File: config.mk
export PLATFORM = sky130hd
export DESIGN_NAME = jpeg_rle
export DESIGN_NICKNAME = d
export VERILOG_FILES = /design/src/rtl/jpeg_pkg.sv /design/src/rtl/jpeg_sizecat.sv /design/src/rtl/jpeg_rle.sv
export SDC_FILE = /design/constraint.sdc
export NUM_CORES = 1
export LEC_CHECK = 0
export ABC_AREA = 1
export CAP_MARGIN = 10
export CORE_MARGIN = 10
export CORE_UTILIZATION = 55
export DETAILED_ROUTE_END_ITERATION = 12
export GPL_TIMING_DRIVEN = 0
export PLACE_DENSITY = 0.79
export SLEW_MARGIN = 20
export SYNTH_ARGS = -nofsm -noshare
export SYNTH_HDL_FRONTEND = slang
export SYNTH_HIERARCHICAL = 1
export SYNTH_SLANG_ARGS = --single-unit
export TNS_END_PERCENT = 100
File: constraint.sdc
create_clock -name clk_i -period 13.1 [get_ports clk_i]
set_clock_uncertainty 0.15 [all_clocks]
set_input_delay 3.275 -clock clk_i [delete_from_list [all_inputs] [get_ports clk_i]]
set_output_delay 3.275 -clock clk_i [all_outputs]
set_load 0.01 [all_outputs]
File: src/rtl/jpeg_pkg.sv
// Shared types for the JPEG zig-zag/RLE stage: scan table, FSM states, symbol record.
// The symbol record is sized for the default amplitude width.
package jpeg_pkg;

   localparam int AMP_W_DEF = 12;
   localparam int RUN_W     = 4;
   localparam int SIZE_W    = 4;

   // Scan position -> natural index (8*row + col)
   localparam logic [5:0] ZZ [64] = '{
       0,  1,  8, 16,  9,  2,  3, 10,
      17, 24, 32, 25, 18, 11,  4,  5,
      12, 19, 26, 33, 40, 48, 41, 34,
      27, 20, 13,  6,  7, 14, 21, 28,
      35, 42, 49, 56, 57, 50, 43, 36,
      29, 22, 15, 23, 30, 37, 44, 51,
      58, 59, 52, 45, 38, 31, 39, 46,
      53, 60, 61, 54, 47, 55, 62, 63
   };

   typedef enum logic [2:0] {
      S_IDLE,
      S_RD,
      S_EV,
      S_EMIT,
      S_DONE
   } rle_state_t;

   typedef struct packed {
      logic                 dc;
      logic [RUN_W-1:0]     run;
      logic [SIZE_W-1:0]    size;
      logic [AMP_W_DEF-1:0] amp;
   } rle_sym_t;

endpackage

File: src/rtl/jpeg_sizecat.sv
// Combinational value -> (size category, amplitude bits) encoder, zero latency.
// Negative values use the one's-complement form; unused amplitude MSBs are zero.
module jpeg_sizecat
   import jpeg_pkg::*;
#(
   parameter int AMP_W = AMP_W_DEF
) (
   input  logic signed [AMP_W:0]   v_i,
   output logic [SIZE_W-1:0]       size_o,
   output logic [AMP_W-1:0]        amp_o
);

   logic [AMP_W:0]   mag;
   logic [AMP_W-1:0] amp_raw;
   logic [AMP_W-1:0] mask;

   always_comb begin
      mag     = v_i[AMP_W] ? (AMP_W+1)'(-v_i) : v_i;
      amp_raw = v_i[AMP_W] ? AMP_W'(v_i - (AMP_W+1)'(1)) : v_i[AMP_W-1:0];

      size_o = '0;
      for (int i = 0; i <= AMP_W; i++) begin
         if (mag[i]) size_o = SIZE_W'(i + 1);
      end

      mask = '0;
      for (int i = 0; i < AMP_W; i++) begin
         if (i < int'(size_o)) mask[i] = 1'b1;
      end

      amp_o = amp_raw & mask;
   end

endmodule

File: src/rtl/jpeg_rle.sv
// Zig-zag scan + baseline-JPEG run-length coder for one 8x8 block, DC predictor kept across blocks.
// Two cycles per coefficient read, one per emitted symbol; EMIT holds the symbol until sym_ready_i.
module jpeg_rle
   import jpeg_pkg::*;
#(
   parameter int AMP_W = AMP_W_DEF
) (
   input  logic             clk_i,
   input  logic             rst_ni,
   input  logic             start_i,
   input  logic             clr_pred_i,
   output logic             busy_o,
   output logic             done_o,
   output logic [4:0]       mem_adr_o,
   input  logic [31:0]      mem_dat_i,
   output logic             sym_valid_o,
   input  logic             sym_ready_i,
   output logic             sym_dc_o,
   output logic [3:0]       sym_run_o,
   output logic [3:0]       sym_size_o,
   output logic [AMP_W-1:0] sym_amp_o
);

   localparam logic signed [15:0] SAT = 16'((1 << (AMP_W - 1)) - 1);

   rle_state_t              state_q, state_d;
   logic [5:0]              p_q, p_nxt;
   logic [5:0]              run_q;
   logic                    zrl_q;
   rle_sym_t                sym_q;
   logic signed [AMP_W-1:0] pred_q;
   logic [4:0]              adr_q;
   logic                    done_q;

   logic                    k_odd;
   logic signed [15:0]      coef_raw;
   logic signed [AMP_W-1:0] coef_sat;
   logic                    coef_zero;
   logic                    last;
   logic [AMP_W:0]          cat_in;
   logic [SIZE_W-1:0]       cat_size;
   logic [AMP_W-1:0]        cat_amp;

   always_comb begin
      k_odd    = ZZ[p_q][0];
      coef_raw = k_odd ? mem_dat_i[15:0] : mem_dat_i[31:16];
      if (coef_raw > SAT)
         coef_sat = AMP_W'(SAT);
      else if (coef_raw < -SAT)
         coef_sat = AMP_W'(-SAT);
      else
         coef_sat = coef_raw[AMP_W-1:0];
      coef_zero = (coef_sat == '0);
      last      = (p_q == 6'd63);
      p_nxt     = p_q + 6'd1;
      // DC difference needs one extra bit: both operands are within +/-(2^(AMP_W-1)-1)
      if (p_q == 6'd0)
         cat_in = {coef_sat[AMP_W-1], coef_sat} - {pred_q[AMP_W-1], pred_q};
      else
         cat_in = {coef_sat[AMP_W-1], coef_sat};
   end

   jpeg_sizecat #(.AMP_W(AMP_W)) u_sizecat (
      .v_i    (cat_in),
      .size_o (cat_size),
      .amp_o  (cat_amp)
   );

   always_ff @(posedge clk_i) begin
      if (!rst_ni) state_q <= S_IDLE;
      else         state_q <= state_d;
   end

   always_comb begin
      state_d = state_q;
      case (state_q)
         S_IDLE: if (start_i) state_d = S_RD;
         S_RD:   state_d = S_EV;
         S_EV: begin
            if (p_q == 6'd0)     state_d = S_EMIT;
            else if (coef_zero)  state_d = last ? S_EMIT : S_RD;
            else                 state_d = S_EMIT;
         end
         S_EMIT: begin
            if (sym_ready_i) begin
               if (zrl_q)     state_d = S_RD;
               else if (last) state_d = S_DONE;
               else           state_d = S_RD;
            end
         end
         S_DONE:  state_d = S_IDLE;
         default: state_d = S_IDLE;
      endcase
   end

   always_comb begin
      busy_o      = (state_q != S_IDLE);
      sym_valid_o = (state_q == S_EMIT);
   end

   always_ff @(posedge clk_i) begin
      if (!rst_ni) begin
         p_q    <= '0;
         run_q  <= '0;
         zrl_q  <= 1'b0;
         sym_q  <= '0;
         pred_q <= '0;
         adr_q  <= '0;
         done_q <= 1'b0;
      end else begin
         done_q <= (state_q == S_DONE);
         case (state_q)
            S_IDLE: begin
               if (clr_pred_i) pred_q <= '0;
               if (start_i) begin
                  p_q   <= '0;
                  run_q <= '0;
                  zrl_q <= 1'b0;
                  adr_q <= ZZ[0][5:1];
               end
            end
            S_EV: begin
               if (p_q == 6'd0) begin
                  sym_q  <= '{dc: 1'b1, run: '0, size: cat_size, amp: AMP_W_DEF'(cat_amp)};
                  pred_q <= coef_sat;
               end else if (coef_zero) begin
                  run_q <= run_q + 6'd1;
                  if (last) begin
                     sym_q <= '0;
                  end else begin
                     p_q   <= p_nxt;
                     adr_q <= ZZ[p_nxt][5:1];
                  end
               end else if (run_q >= 6'd16) begin
                  // ZRL: the same coefficient is re-read after this symbol is taken
                  sym_q <= '{dc: 1'b0, run: 4'd15, size: '0, amp: '0};
                  run_q <= run_q - 6'd16;
                  zrl_q <= 1'b1;
               end else begin
                  sym_q <= '{dc: 1'b0, run: run_q[3:0], size: cat_size, amp: AMP_W_DEF'(cat_amp)};
                  run_q <= '0;
               end
            end
            S_EMIT: begin
               if (sym_ready_i) begin
                  if (zrl_q) begin
                     zrl_q <= 1'b0;
                  end else if (!last) begin
                     p_q   <= p_nxt;
                     adr_q <= ZZ[p_nxt][5:1];
                  end
               end
            end
            default: ;
         endcase
      end
   end

   assign done_o     = done_q;
   assign mem_adr_o  = adr_q;
   assign sym_dc_o   = sym_q.dc;
   assign sym_run_o  = sym_q.run;
   assign sym_size_o = sym_q.size;
   assign sym_amp_o  = sym_q.amp[AMP_W-1:0];

endmodule

==> results.toml <==
[clock_tree]
htreeDepth = 2
post_cts_resized = 0
clockBufferDepth = 2
clk_latency_ns = 0.32
hold_buffers = 0
cts_tree = "yes"
ctsRootBufferMaster = "clkbuf_8"
clk_pin_slew_ns = 0.10
cts_made_buffers = 5
cts_setup_buffers = 0
clock_sinks = 55

[sta]
fmax_ghz = 0.120
period_share = 0.636
hold_viol = 0
worstMarginPinSlew_ns = 0.695
worst_slack_ns = 4.76
tns_ns = 0
period_needed_ns = 8.34
setup_viol = 0
rsz0062_at_grt = "no"
drv_slew = 0
slew_headroom = 0.537

[critical_path]
start_kind = "input pin"
critPathCaptureType = "flop"
worstPathArrival_ns = 8.37
rr_worst_depth = 44
critPathRequiredTime_ns = 13.14
max_stage_delay_ns = 0.43
worst-path-max-fanout = 10
regToRegSetupSlack_ns = 6.34
crit_top_cell = "nand2_1"
crit_type = "input pin to flop"
crit_slowest_cell = "a31oi_1"

[logic_synthesis]
yosysMostFrequentCell = "nand2_1"
synth_cell_types = 51
async_flop_share = 0
synth-edff-count = 0
ys_warn_count = 6
synth.ff_latch_count = 55
netlist_instances = 908
yosysTopAreaCell = "dfxtp_1"
synthesis.nets = 973
synth-main-ff-cell = "dfxtp_1"
syn_area_um2 = 5450
netlist.area_leader.share = 0.202
synth_area_leaders = "dfxtp_1 20%, nand2_1 17%, inv_1 8.3%, nand3_1 6.3%, ha_1 6.2%"
ys_seq_area_frac = 0.202
syn_area_per_cell_um2 = 6.01
synth_commonest_cells = "254 x nand2_1, 120 x inv_1, 73 x nor2_1"

[die]
fp.dieArea_um2 = 14300
start_util = 0.561
die_w_um = 120
core_area_um2 = 9730
num_io_pins = 66
fp.dieH_um = 120
row_count = 36

[grt]
gr-total-overflow = 0
grt_max_degree = 18
grtUsageTotal = 0.200
grt_pass1_wl_mm = 24.8
first_global_vias = 5418
antenna_found_initial = 0

[placed_design]
gp_congestion = 0.961
place_ws_ns = 4.54
dp_hpwl_mm = 11.8
place_inst = 1106
portBuffers = 65

[power]
peakVddDrop_mv = 0.143
p_leak_uw = 0.00294
p_per_area_nw_per_um2 = 287
total_power_uw = 1830

[detailed_routing]
ant_nets = 0
drt_iter0_markers = 400
routed_wl_mm = 14.5
firstDrtPassIters = 5
vias = 5823
avgRoutedWirePerCell_um = 13.0
drc_errors = 0
via_per_inst = 5.23

[worst_hold_path]
hp-class = "flop to flop"
hold_path_depth = 2

[cells_and_area]
fin_cells = 1114
nNetsFinal = 1045
drive_gt1_frac = 0.106
n_antenna_cell = 0
area_delta_synth_final_pct = 16.8
fin_util = 0.655

[job]
cap_viol_max_count = 0

[status]
status = "completed"
worst max-delay path: cells and delay by family:
family          cells  cell delay [ns]
compound gates      8             1.81
fa+ha+maj           1             0.37
buf+inv             6             0.89
simple gates       20             2.03
cells in the final DEF (no fill, tap or decap), types with 21 or more instances in the layout:
| master | instances |
|---|---|
| nand3_1 | 69 |
| nand2_2 | 21 |
| ha_1 | 27 |
| inv_1 | 120 |
| nand2_1 | 254 |
| dfxtp_1 | 55 |
| a21oi_1 | 58 |
| o21ai_0 | 38 |
| clkdlybuf4s50_1 | 65 |
| nor2_1 | 73 |
stage by stage:
step / instance area (um2) / hold WS (ns)
finish: 6370 / 0.317
global route: 6370 / 0.341
CTS: 6370 / 0.320
detailed placement: 6270 / 0.305
global placement: 6270 / 0.302
floorplan: 5450 / 0.295
layer usage:
metal / up-vias / wire (um) / GRT usage
met1: 2539 / 6770 / 0.260
met2: 201 / 6140 / 0.320
met3: 19 / 1250 / 0.0459
li1: 3064 / - / -
met5: - / 0 / 0
met4: 0 / 297 / 0.0664
flip-flops by register name (all words and copies together), names as in the netlist:
register / cells
pred_q: 12
sym_amp_o: 12
p_q: 6
run_q: 6
mem_adr_o: 5
sym_run_o: 4
sym_size_o: 4
state_q: 3
done_o: 1
sym_dc_o: 1
zrl_q: 1
cells by family after synthesis:
kind of cell / synth area share
fa+ha+maj: 0.0656
simple gates: 0.407
xor+xnor: 0.0321
flops: 0.202
buf+inv: 0.126
compound gates: 0.167
worst paths after layout:
kind | start | to
worst max-delay path | mem_dat_i[27] | sym_amp_o[0]
worst min-delay path | sym_size_o[1] | sym_size_o[1]
worst max register to register | p_q[0] | sym_amp_o[0]
worst min register to register | sym_size_o[1] | sym_size_o[1]
layout make-up:
type	count	area, um2
Multi-Input combinational cell	688	3660
Fill cell	978	3360
Sequential cell	55	1100
Timing Repair Buffer	65	651
Inverter	135	512
Buffer	30	176
Tap cell	133	166
Clock buffer	6	82.6
Clock inverter	2	16.3
where the power goes:
part | leakage, uW | switching (uW) | internal [uW]
Combinational | 0.00245 | 985 | 521
Clock | 0.0000474 | 60.5 | 43.3
Sequential | 0.000448 | 19.6 | 196
Total | 0.00294 | 1070 | 760
Power figures use the tool's default switching activity.
